--- src/rtl/seg7_pkg.sv ---
// seg7_pkg: shared font table, segment bit positions and prescaler sizing for the seg7 scan driver.
package seg7_pkg;

    localparam int SEG_A  = 0;
    localparam int SEG_B  = 1;
    localparam int SEG_C  = 2;
    localparam int SEG_D  = 3;
    localparam int SEG_E  = 4;
    localparam int SEG_F  = 5;
    localparam int SEG_G  = 6;
    localparam int SEG_DP = 7;

    // Active-high patterns, bit order g..a
    localparam logic [6:0] FONT_0 = 7'h3F;
    localparam logic [6:0] FONT_1 = 7'h06;
    localparam logic [6:0] FONT_2 = 7'h5B;
    localparam logic [6:0] FONT_3 = 7'h4F;
    localparam logic [6:0] FONT_4 = 7'h66;
    localparam logic [6:0] FONT_5 = 7'h6D;
    localparam logic [6:0] FONT_6 = 7'h7D;
    localparam logic [6:0] FONT_7 = 7'h07;
    localparam logic [6:0] FONT_8 = 7'h7F;
    localparam logic [6:0] FONT_9 = 7'h6F;
    localparam logic [6:0] FONT_A = 7'h77;
    localparam logic [6:0] FONT_B = 7'h7C;
    localparam logic [6:0] FONT_C = 7'h39;
    localparam logic [6:0] FONT_D = 7'h5E;
    localparam logic [6:0] FONT_E = 7'h79;
    localparam logic [6:0] FONT_F = 7'h71;

    localparam logic [15:0][6:0] FONT = {
        FONT_F, FONT_E, FONT_D, FONT_C, FONT_B, FONT_A, FONT_9, FONT_8,
        FONT_7, FONT_6, FONT_5, FONT_4, FONT_3, FONT_2, FONT_1, FONT_0
    };

    function automatic int cnt_width(input int div);
        return (div > 1) ? $clog2(div) : 1;
    endfunction

endpackage

--- src/rtl/seg7_hex_font.sv ---
// seg7_hex_font: combinational hex nibble to active-high a..g segment pattern.
module seg7_hex_font
    import seg7_pkg::*;
(
    input  logic [3:0] nib,
    output logic [6:0] pat
);

    always_comb begin
        pat = FONT[nib];
    end

endmodule

--- src/rtl/seg7_scan_driver.sv ---
// seg7_scan_driver: double-buffered, time-multiplexed DIGITS-digit seven-segment driver.
// Define SEG7_LZ_BLANK_EN to blank leading zero digits (digit 0 always shown).
module seg7_scan_driver
    import seg7_pkg::*;
#(
    parameter int DIGITS         = 4,
    parameter int CLK_DIV        = 50000,
    parameter int SEG_ACTIVE_LOW = 1,
    parameter int AN_ACTIVE_LOW  = 1
) (
    input  logic                  clk,
    input  logic                  rst_n,
    input  logic                  en,
    input  logic                  load,
    input  logic [4*DIGITS-1:0]   value,
    input  logic [DIGITS-1:0]     dp,
    output logic [7:0]            seg,
    output logic [DIGITS-1:0]     an,
    output logic                  frame_done
);

    localparam int CW = cnt_width(CLK_DIV);
    localparam int IW = (DIGITS > 1) ? $clog2(DIGITS) : 1;
    localparam logic [CW-1:0] CNT_LAST = CW'(CLK_DIV - 1);
    localparam logic [IW-1:0] IDX_LAST = IW'(DIGITS - 1);
    localparam logic [7:0] SEG_OFF = (SEG_ACTIVE_LOW != 0) ? 8'hFF : 8'h00;
    localparam logic [DIGITS-1:0] AN_OFF = (AN_ACTIVE_LOW != 0) ? '1 : '0;

    logic [CW-1:0]       cnt_q, cnt_d;
    logic [IW-1:0]       idx_q, idx_d;
    logic [7:0]          seg_q, seg_d;
    logic [DIGITS-1:0]   an_q, an_d;
    logic                frame_done_q, frame_done_d;
    logic [4*DIGITS-1:0] pend_val_q, pend_val_d, disp_val_q, disp_val_d;
    logic [DIGITS-1:0]   pend_dp_q, pend_dp_d, disp_dp_q, disp_dp_d;

    logic                tick, last, boundary, blank, dp_sel;
    logic [3:0]          nib;
    logic [6:0]          pat;
    logic [7:0]          seg_raw;
    logic [DIGITS-1:0]   an_hot;

    seg7_hex_font u_font (
        .nib (nib),
        .pat (pat)
    );

    always_comb begin
        nib    = 4'h0;
        dp_sel = 1'b0;
        an_hot = '0;
        for (int i = 0; i < DIGITS; i++) begin
            if (IW'(i) == idx_q) begin
                nib       = disp_val_q[4*i +: 4];
                dp_sel    = disp_dp_q[i];
                an_hot[i] = 1'b1;
            end
        end
    end

`ifdef SEG7_LZ_BLANK_EN
    logic [IW-1:0] top_idx;

    // Highest nonzero nibble; digits above it are blanked
    always_comb begin
        top_idx = '0;
        for (int i = 1; i < DIGITS; i++) begin
            if (disp_val_q[4*i +: 4] != 4'h0) top_idx = IW'(i);
        end
        blank = idx_q > top_idx;
    end
`else
    always_comb begin
        blank = 1'b0;
    end
`endif

    always_comb begin
        seg_raw                = 8'h00;
        seg_raw[SEG_G:SEG_A]   = blank ? 7'h00 : pat;
        seg_raw[SEG_DP]        = dp_sel;
        tick                   = en && (cnt_q == CNT_LAST);
        last                   = idx_q == IDX_LAST;
        boundary               = tick && last;
        cnt_d                  = en ? (tick ? '0 : cnt_q + CW'(1)) : cnt_q;
        idx_d                  = tick ? (last ? '0 : idx_q + IW'(1)) : idx_q;
        seg_d                  = !en ? SEG_OFF : tick ? ((SEG_ACTIVE_LOW != 0) ? ~seg_raw : seg_raw) : seg_q;
        an_d                   = !en ? AN_OFF : tick ? ((AN_ACTIVE_LOW != 0) ? ~an_hot : an_hot) : an_q;
        frame_done_d           = boundary;
        pend_val_d             = load ? value : pend_val_q;
        pend_dp_d              = load ? dp : pend_dp_q;
        // A load landing on the boundary goes straight to the display buffer
        disp_val_d             = boundary ? (load ? value : pend_val_q) : disp_val_q;
        disp_dp_d              = boundary ? (load ? dp : pend_dp_q) : disp_dp_q;
    end

    always_ff @(posedge clk or negedge rst_n) begin
        if (!rst_n) begin
            cnt_q        <= '0;
            idx_q        <= '0;
            seg_q        <= SEG_OFF;
            an_q         <= AN_OFF;
            frame_done_q <= 1'b0;
            pend_val_q   <= '0;
            pend_dp_q    <= '0;
            disp_val_q   <= '0;
            disp_dp_q    <= '0;
        end else begin
            cnt_q        <= cnt_d;
            idx_q        <= idx_d;
            seg_q        <= seg_d;
            an_q         <= an_d;
            frame_done_q <= frame_done_d;
            pend_val_q   <= pend_val_d;
            pend_dp_q    <= pend_dp_d;
            disp_val_q   <= disp_val_d;
            disp_dp_q    <= disp_dp_d;
        end
    end

    assign seg        = seg_q;
    assign an         = an_q;
    assign frame_done = frame_done_q;

endmodule

--- config.mk ---
export PLATFORM = sky130hd
export DESIGN_NAME = seg7_scan_driver
export DESIGN_NICKNAME = d
export VERILOG_FILES = /design/src/rtl/seg7_pkg.sv /design/src/rtl/seg7_hex_font.sv /design/src/rtl/seg7_scan_driver.sv
export SDC_FILE = /design/constraint.sdc
export NUM_CORES = 1
export LEC_CHECK = 0
export ABC_AREA = 0
export BUFFER_PORTS_ARGS = -buffer_cell sky130_fd_sc_hd__clkbuf_2
export CAP_MARGIN = 20
export CORE_MARGIN = 1
export CORE_UTILIZATION = 58
export CTS_CLUSTER_DIAMETER = 40
export CTS_CLUSTER_SIZE = 8
export DETAILED_ROUTE_END_ITERATION = 7
export GPL_TIMING_DRIVEN = 0
export PLACE_DENSITY = 0.9
export SETUP_SLACK_MARGIN = 0.1
export SLEW_MARGIN = 20
export SYNTH_ARGS = -nofsm -noshare
export SYNTH_HDL_FRONTEND = slang
export SYNTH_HIERARCHICAL = 1
export SYNTH_SLANG_ARGS = --single-unit
--- constraint.sdc ---
create_clock -name clk -period 2.85 [get_ports clk]
set_input_delay 0.57 -clock clk [delete_from_list [all_inputs] [get_ports clk]]
set_output_delay 0.57 -clock clk [all_outputs]
set_load 0.01 [all_outputs]
# After elaboration in Yosys (flattened, before gate mapping)
# Memory sizes are Yosys's and may differ from the RTL's.
# Index checks and enable logic that the tools add are counted.
# classes
n_addsub	2
n_lt_le_gt_ge	1
n_eq_ne	6
n_mux	21
bitwise	2
n_reduce_logical	3
# ops
cell	n
$mux W16	2
$mux W4	7
$add A16 B1 Y16 const B	1
$eq A16 B16 Y1 const B	1
$mux W8	2
$mux W1	8
$not A8 Y8	1
$mux W7	1
$lt A4 B5 Y1 const B	1
$eq A2 B2 Y1 const A	2
$not A4 Y4	1
$add A2 B1 Y2 const B	1
$eq A1 B2 Y1 const A	1
$eq A2 B2 Y1 const B	1
$logic_and A1 B1 Y1	2
$logic_not A2 Y1	1
$mux W2	1
$ne A2 B1 Y1 const B	1
# word_totals
register_bits	71
romBits	112
memories	1
# mem_list
memory	depth	word_bits	read_ports	rd_ports_with_merged_regs	write_ports	line	text
(name not given)	16	7	1	0	0	seg7_hex_font.sv:10	pat = FONT[nib];

# Longest topological paths before layout
# Gate-level depths: netlist (run 1).
# depth
depth_word	10
ltp_mapped	10
ltp_nobuf	10

# By module
# The synthesis (run 1) kept the hierarchy.
# modules_own_cells
mod	n_inst	cells_per_inst	area_per_inst_um2	seq_area_each_um2
seg7_scan_driver	1	241	3144.3	1791.7
seg7_hex_font	1	33	287.8	0.0

# Worst setup path before layout (run 1)
# OpenSTA, ideal clock, no wires.
# synth_path
path_kind	register -> register
startpoint	reg idx_q[1]
endpoint	reg seg_q[3], in the netlist seg[3]
setup_ns	0.073
arrival_time_ns	2.480
required_ns	2.777
setup_slack_ns	0.297
stages_incl_launch_ff	10
path_buffers	0
synth_period_minus_slack_ns	2.553
path_cell_list	dfrtp_1 inv_1 ha_1 nor2b_1 a221oi_1 o31ai_1 inv_1 ha_1 mux4_1 a21oi_1
# synth_via
elab_chain_cells	10
elab_cells_between_ends	13
classes_between	eq/ne: 3; mux: 7; bitwise: 1; reduce/logical: 1; memory: 1
# synth_rtl
item	line	text
start, declared	seg7_scan_driver.sv:30	logic [IW-1:0] idx_q, idx_d;
start signal, assigned	seg7_scan_driver.sv:110	idx_q <= idx_d;
$logic_not A2 Y1	seg7_scan_driver.sv:53	if (IW'(i) == idx_q) begin
$mux W4 (3 in series)	seg7_scan_driver.sv:53	
$mux W4 (*)	seg7_scan_driver.sv:53	
net nib[1]	seg7_scan_driver.sv:38	logic [3:0] nib;
$mem_v2 Z16 W7 (*)	--	
$mux W7 (not written as such) (*)	seg7_hex_font.sv:10	
net pat[3]	seg7_scan_driver.sv:39	logic [6:0] pat;
$not A8 Y8 (*)	seg7_scan_driver.sv:87	seg_d = !en ? SEG_OFF : tick ? ((SEG_ACTIVE_LOW != 0) ? ~seg_raw : seg_raw) : seg_q;
$mux W8 (*) (2 in series)	seg7_scan_driver.sv:87	
end signal, assigned	seg7_scan_driver.sv:111	seg_q <= seg_d;
end, declared	seg7_scan_driver.sv:31	logic [7:0] seg_q, seg_d;
# The timed path passes the listed nets; every way through them passes the cells marked *. The select of a mux whose other input is x is not followed.
# A chain may end at the register's enable or synchronous reset.

# Worst setup path in the final report (run 1)
# layout_path
startpoint	reg idx_q[0]
endpoint	reg seg_q[3], in the netlist seg[3]
# Same word-level chain as after synthesis.

==> results.py, run 1 <==
metrics = {
    "outcome": {
        "run_status": "finished clean",
    },
    "floorplanning": {
        "die_y_microns": 78.9,
        "start_util": 0.612,
        "pin_count": 37,
        "fp.dieW_microns": 78.9,
        "rows": 27,
        "core-area_sq_um": 5610,
        "dieArea_sq_um": 6230,
    },
    "cells_and_area": {
        "finalNonFillerCells": 400,
        "antenna_cells": 0,
        "area_growth_pct": 15.4,
        "nets": 359,
        "final_layout_size_suffix_gt1_frac": 0.393,
        "final_core_util": 0.706,
    },
    "sta": {
        "fin_crit_ns": 2.65,
        "slew_headroom": 0.603,
        "finalSetupViolCount": 0,
        "fmax_ghz": 0.378,
        "holdWs_ns": 0.187,
        "drv_slew": 0,
        "skew_ns": 0.00912,
        "worst_slack_ns": 0.204,
        "post-route-period-util": 0.928,
        "rsz0062_at_grt": "true",
        "finalHoldViolations": 0,
        "tightest_slew_ns": 0.593,
    },
    "global_routing": {
        "grt_pass1_vias": 2345,
        "grt_pass1_wl_microns": 11600,
        "grt_start_max_net_pins": 41,
        "antenna_found_initial": 0,
        "grt_overflow": 0,
        "grt_use_total": 0.251,
    },
    "critical_path": {
        "worst-endpoint-arrival_ns": 2.92,
        "r2r_start": "idx_q[0]",
        "cp.required_ns": 3.12,
        "end_kind": "flip-flop",
        "r2r_cells": 9,
        "r2r-end": "seg[3]",
        "worstSetupPathType": "reg2reg",
        "crit_path_start_kind": "flip-flop",
        "cp_max_fo": 4,
        "worst-r2r-setup-slack_ns": 0.20,
    },
    "detailed_routing": {
        "drc": 0,
        "viasPerCell": 5.78,
        "drt_iter0_markers": 131,
        "num_vias": 2313,
        "drt_first_pass_iters": 5,
        "wirelength_microns": 7220,
        "wire_per_inst_microns": 18.0,
        "antenna_left": 0,
    },
    "synth": {
        "synth_seq_cells": 71,
        "synthesis.area_sq_um": 3430,
        "synth_most_common_cell": "dfrtp_1",
        "netlist_instances": 274,
        "postSynthAreaPerCell_sq_um": 12.5,
        "synth_edf_count": 0,
        "synth_top_cell_area_share": 0.430,
        "synth_largest_area_cell": "dfrtp_1",
        "synth.net_count": 310,
        "yosys-top-cells-count": "dfrtp_1, mux2_2, nor2_1",
        "synth_cell_types": 45,
        "ys_warn_count": 6,
        "async_flop_share": 1.00,
        "synthFlopType": "dfrtp_1",
        "ys_top_cells_by_area": "dfrtp_1, dfstp_2, mux2_2",
        "synth_seq_area_share": 0.522,
    },
    "clocking": {
        "htreeDepth": 3,
        "numCtsBuffers": 9,
        "clockRootBuffer": "clkbuf_8",
        "ctsHoldBuffers": 0,
        "clockBufferDepth": 2,
        "clk_pin_slew_ns": 0.08,
        "cts_tree": "done",
        "insertion_delay_ns": 0.35,
        "clock_sinks": 71,
    },
    "placed_design": {
        "dp_cells": 382,
        "hpwl_microns": 4830,
        "dp_slack_ns": -0.116,
        "port_buffers": 35,
        "gp_congestion": 0.875,
    },
    "power_and_ir_drop": {
        "ir_drop_v": 0.000481,
        "power.leakage_uw": 0.00184,
        "power.density_nw_per_um2": 543,
    },
    "job": {
        "maxCapViolCount": 0,
    },
    "hold_path": {
        "hold_path_class": "in2async",
    },
}
[sequential cells by signal (all words and copies together) (netlist names), 2 cells and up]
name and count:
an 4, cnt_q 16, disp_dp_q 4, disp_val_q 16, idx_q 2, pend_dp_q 4, pend_val_q 16, seg 8
[routing by layer]
metal  up-vias  global-route usage  part of all wire
met2        79               0.407              0.49
met4         0               0.118             0.022
li1       1070                   -                 -
met1      1147               0.327              0.44
met5         -                   0                 0
met3        17              0.0506             0.045
[worst max path at each step]
stage / depth (start not counted) / from / end
after floorplan: 9 / idx_q[1] / seg[3]
after global placement: 9 / idx_q[0] / seg[3]
after detailed placement: 9 / idx_q[1] / seg[3]
after CTS: 9 / idx_q[1] / seg[3]
after global routing: 9 / idx_q[0] / seg[3]
final: 9 / idx_q[0] / seg[3]
[critical path, cell delays in order (launching register included)]
cell	delay (ns)
dfrtp_1	0.42
inv_1	0.13
ha_1	0.23
nor2b_2	0.26
a221oi_1	0.13
o31ai_2	0.29
inv_1	0.14
ha_1	0.34
mux4_1	0.49
a21oi_1	0.15
[timing repair]
item,in CTS,in global routing
setup buffers,1,1
gates resized for setup,4,2
pin swaps,1,1
endpoints found under the hold margin,0,0
endpoints found under the setup margin,6,6
[per-stage QoR]
step	area, sq um	setup TNS (ns)	total power [uW]
after global placement	3700	-0.0471	1300
final	3960	0	2150
after floorplan	3430	0	1250
after global routing	3960	0	2220
after CTS	3950	0	2150
after detailed placement	3720	-0.116	1330
[where the power goes]
part,total [uW],switching [uW],leakage (uW),internal (uW)
clock network,837,406,0.0000989,431
registers,1140,70.7,0.000879,1070
logic,169,86.2,0.000862,82.9
total,2150,563,0.00184,1590
[layout make-up]
class	count	area, sq um
Sequential cell	71	1790
Timing Repair Buffer	38	213
Tap cell	72	90.1
Clock inverter	6	67.6
Multi-Input combinational cell	181	1550
Fill cell	374	1650
Inverter	12	45.0
Clock buffer	10	138
Buffer	10	65.1
[cells by family (layout without fill, tap and decap cells)]
kind of cell / count (synthesis) / in the layout / share of synthesized area
XOR/XNOR: 14 / 14 / 0.0357
AND/OR/NAND/NOR: 75 / 75 / 0.123
flip-flops: 71 / 71 / 0.522
buffers and inverters: 22 / 76 / 0.0317
multiplexers: 48 / 48 / 0.180
adder cells (fa/ha/maj): 12 / 12 / 0.0437
AO/OA/AOI/OAI: 32 / 32 / 0.0631
[cells in the final DEF, fill, tap and decap left out, drive strengths merged, types with 9 or more instances in the layout]
cell type and n:
mux2 44, clkbuf 49, ha 12, a21oi 16, buf 9, dfrtp 59, inv 13, dfstp 12
nand2 15, nor2 21
Power figures use the tool's default switching activity.
==> run 2, diff against run 1 <==
Settings changed: PLACE_DENSITY 0.9 to 0.79.
==> run 2 against run 1 <==
  * Cell area shrank 0.66%
  * Clock skew is 0.0024 ns lower
  * Clock power down 20%
  * Via count decreased by 2.8%
  * Register-to-register slack improved by 0.02 ns
  * Routed wire length is 8.9% lower
  * First-iteration DRC count shrank 24%
  * Critical path type unchanged
==> results.py, run 2 (same netlist as run 1, synthesis figures left out) <==
metrics = {
    "clocking": {
        "clk_pin_slew_ns": 0.07,
        "ctsHoldBuffers": 0,
        "htreeDepth": 3,
        "insertion_delay_ns": 0.34,
        "clockBufferDepth": 2,
        "clockRootBuffer": "clkbuf_8",
        "cts_tree": "done",
        "clock_sinks": 71,
        "numCtsBuffers": 9,
    },
    "cells_and_area": {
        "antenna_cells": 0,
        "layout_commonest_cell": "dfrtp_1",
        "area_growth_pct": 14.7,
        "top_regs": "cnt_q: 16 flops, disp_val_q: 16 flops, pend_val_q: 16 flops",
        "nets": 359,
        "final_cell_mix": "dfrtp_1, clkbuf_2, mux2_2",
        "fillers": 417,
        "final_layout_size_suffix_gt1_frac": 0.396,
    },
    "sta": {
        "tightest_slew_ns": 0.626,
        "fin_crit_ns": 2.62,
        "tns_ns": 0,
        "worst_slack_ns": 0.227,
        "post-route-period-util": 0.920,
        "drv_slew": 0,
        "fmax_ghz": 0.381,
        "finalSetupViolCount": 0,
        "slew_headroom": 0.583,
        "finalHoldViolations": 0,
        "skew_ns": 0.00669,
        "rsz0062_at_grt": "false",
    },
    "power_and_ir_drop": {
        "power.density_nw_per_um2": 504,
        "p_seq_frac": 0.576,
        "swShare": 0.258,
        "ir_drop_v": 0.000323,
        "switchingPower_uw": 511,
        "power.leakage_uw": 0.00183,
        "combPwrFrac": 0.085,
        "clkPwrFrac": 0.339,
        "p_int_uw": 1470,
    },
    "floorplanning": {
        "die_y_microns": 78.9,
        "start_util": 0.612,
        "fp.dieW_microns": 78.9,
        "pin_count": 37,
        "dieArea_sq_um": 6230,
        "core-area_sq_um": 5610,
        "rows": 27,
    },
    "detailed_routing": {
        "num_vias": 2248,
        "wirelength_microns": 6570,
        "drt_iter0_markers": 100,
        "wire_per_inst_microns": 16.4,
        "drc": 0,
        "antenna_left": 0,
        "viasPerCell": 5.62,
        "drt_first_pass_iters": 4,
    },
    "job": {
        "maxCapViolCount": 0,
    },
    "critical_path": {
        "end_kind": "flip-flop",
        "worst-r2r-setup-slack_ns": 0.23,
        "crit_chain": "inv_2 > ha_2 > nor2b_4 > a221oi_1 > o31ai_2 > inv_2 > ha_1 > mux4_1 > a21oi_1",
        "cp.required_ns": 3.12,
        "worst-endpoint-arrival_ns": 2.89,
        "timing.critical_path.mode_cell": "inv_2",
        "cpPeakStageDelay_ns": 0.51,
        "r2r_cells": 9,
        "worstSetupPathType": "reg2reg",
        "startpoint": "idx_q[0]",
        "r2r-end": "seg[3]",
        "crit_path_start_kind": "flip-flop",
        "cp_slowest_cell": "mux4_1",
        "cp_max_fo": 4,
        "r2r_start": "idx_q[0]",
    },
    "global_routing": {
        "grt_start_max_net_pins": 49,
        "grt_pass1_vias": 2361,
        "grt_use_total": 0.246,
        "antenna_found_initial": 0,
        "grt_overflow": 0,
        "grt_pass1_wl_microns": 11500,
    },
    "placed_design": {
        "gp_congestion": 0.873,
        "dp_slack_ns": -0.229,
        "port_buffers": 35,
        "hpwl_microns": 4700,
    },
    "hold_path": {
        "hold_path_class": "in2async",
    },
    "outcome": {
        "run_status": "finished clean",
    },
}
## run 2: changes by cell type in the layout (fill, tap and decap cells not counted), sizes merged
cell and delta:
bufinv -1, clkinv +1, clkbuf +1, inv -1, clkinvlp -1, buf +1
## run 2: layout make-up
type | count | area [sq um] | share of cell area
inverter | 12 | 45.0 | 0.0114
tap | 72 | 90.1 | 0.0229
timing repair buffer | 38 | 220 | 0.0560
clock inverter | 4 | 22.5 | 0.00572
clock buffer | 12 | 135 | 0.0343
sequential | 71 | 1790 | 0.455
buffer | 10 | 65.1 | 0.0165
multi-input combinational | 181 | 1570 | 0.398
## run 2: power by group through the flow
| stage | clock (uW) | sequential [uW] | combinational, uW |
|---|---|---|---|
| floorplan | 0 | 1140 | 106 |
| global placement | 0 | 1150 | 154 |
| detailed placement | 0 | 1160 | 170 |
| CTS | 682 | 1140 | 171 |
| global route | 723 | 1150 | 193 |
| finish | 672 | 1140 | 169 |
## run 2: timing repair
item	4_1_cts	5_1_grt
gates cloned	0	0
endpoints found under the hold margin	0	0
gates resized for setup	4	8
setup endpoints to repair	7	5
pin swaps	1	1
setup buffers	1	1
## run 2: through the flow
step	hold slack [ns]	instances	util	cell area, sq um	total power (uW)
finish	0.161	400	0.702	3940	1980
global route	0.186	400	0.702	3940	2070
CTS	0.164	399	0.697	3910	1990
detailed placement	0.490	382	0.665	3730	1330
global placement	0.483	381	0.659	3700	1310
floorplan	0.274	274	-	3430	1250
## run 2: layer usage
metal  routed length [microns]  GRT usage  up-vias  share of wire
li1                          -          -     1064              -
met1                      3180      0.344     1134           0.48
met2                      3120      0.375       42           0.48
met3                       189     0.0448        8          0.029
met4                        82      0.115        0          0.012
met5                         0          0        -              0
## run 2: worst max-delay path: cells and delay by family (launching register included)
| kind | cells | cell delay (ns) |
|---|---|---|
| adders and majority gates | 2 | 0.53 |
| buffers and inverters | 2 | 0.21 |
| AOI/OAI and AO/OA | 3 | 0.67 |
| DFF | 1 | 0.43 |
| and+or+nand+nor | 1 | 0.21 |
| muxes | 1 | 0.51 |
## run 2: worst max-delay path by stage
stage	depth (start not counted)	slack, ns	to
after floorplan	9	0.30	seg[3]
final	9	0.23	seg[3]
after global routing	9	0.1	seg[3]
after detailed placement	9	-0.23	seg[3]
after CTS	9	0.12	seg[3]
after global placement	9	-0.1	seg[3]
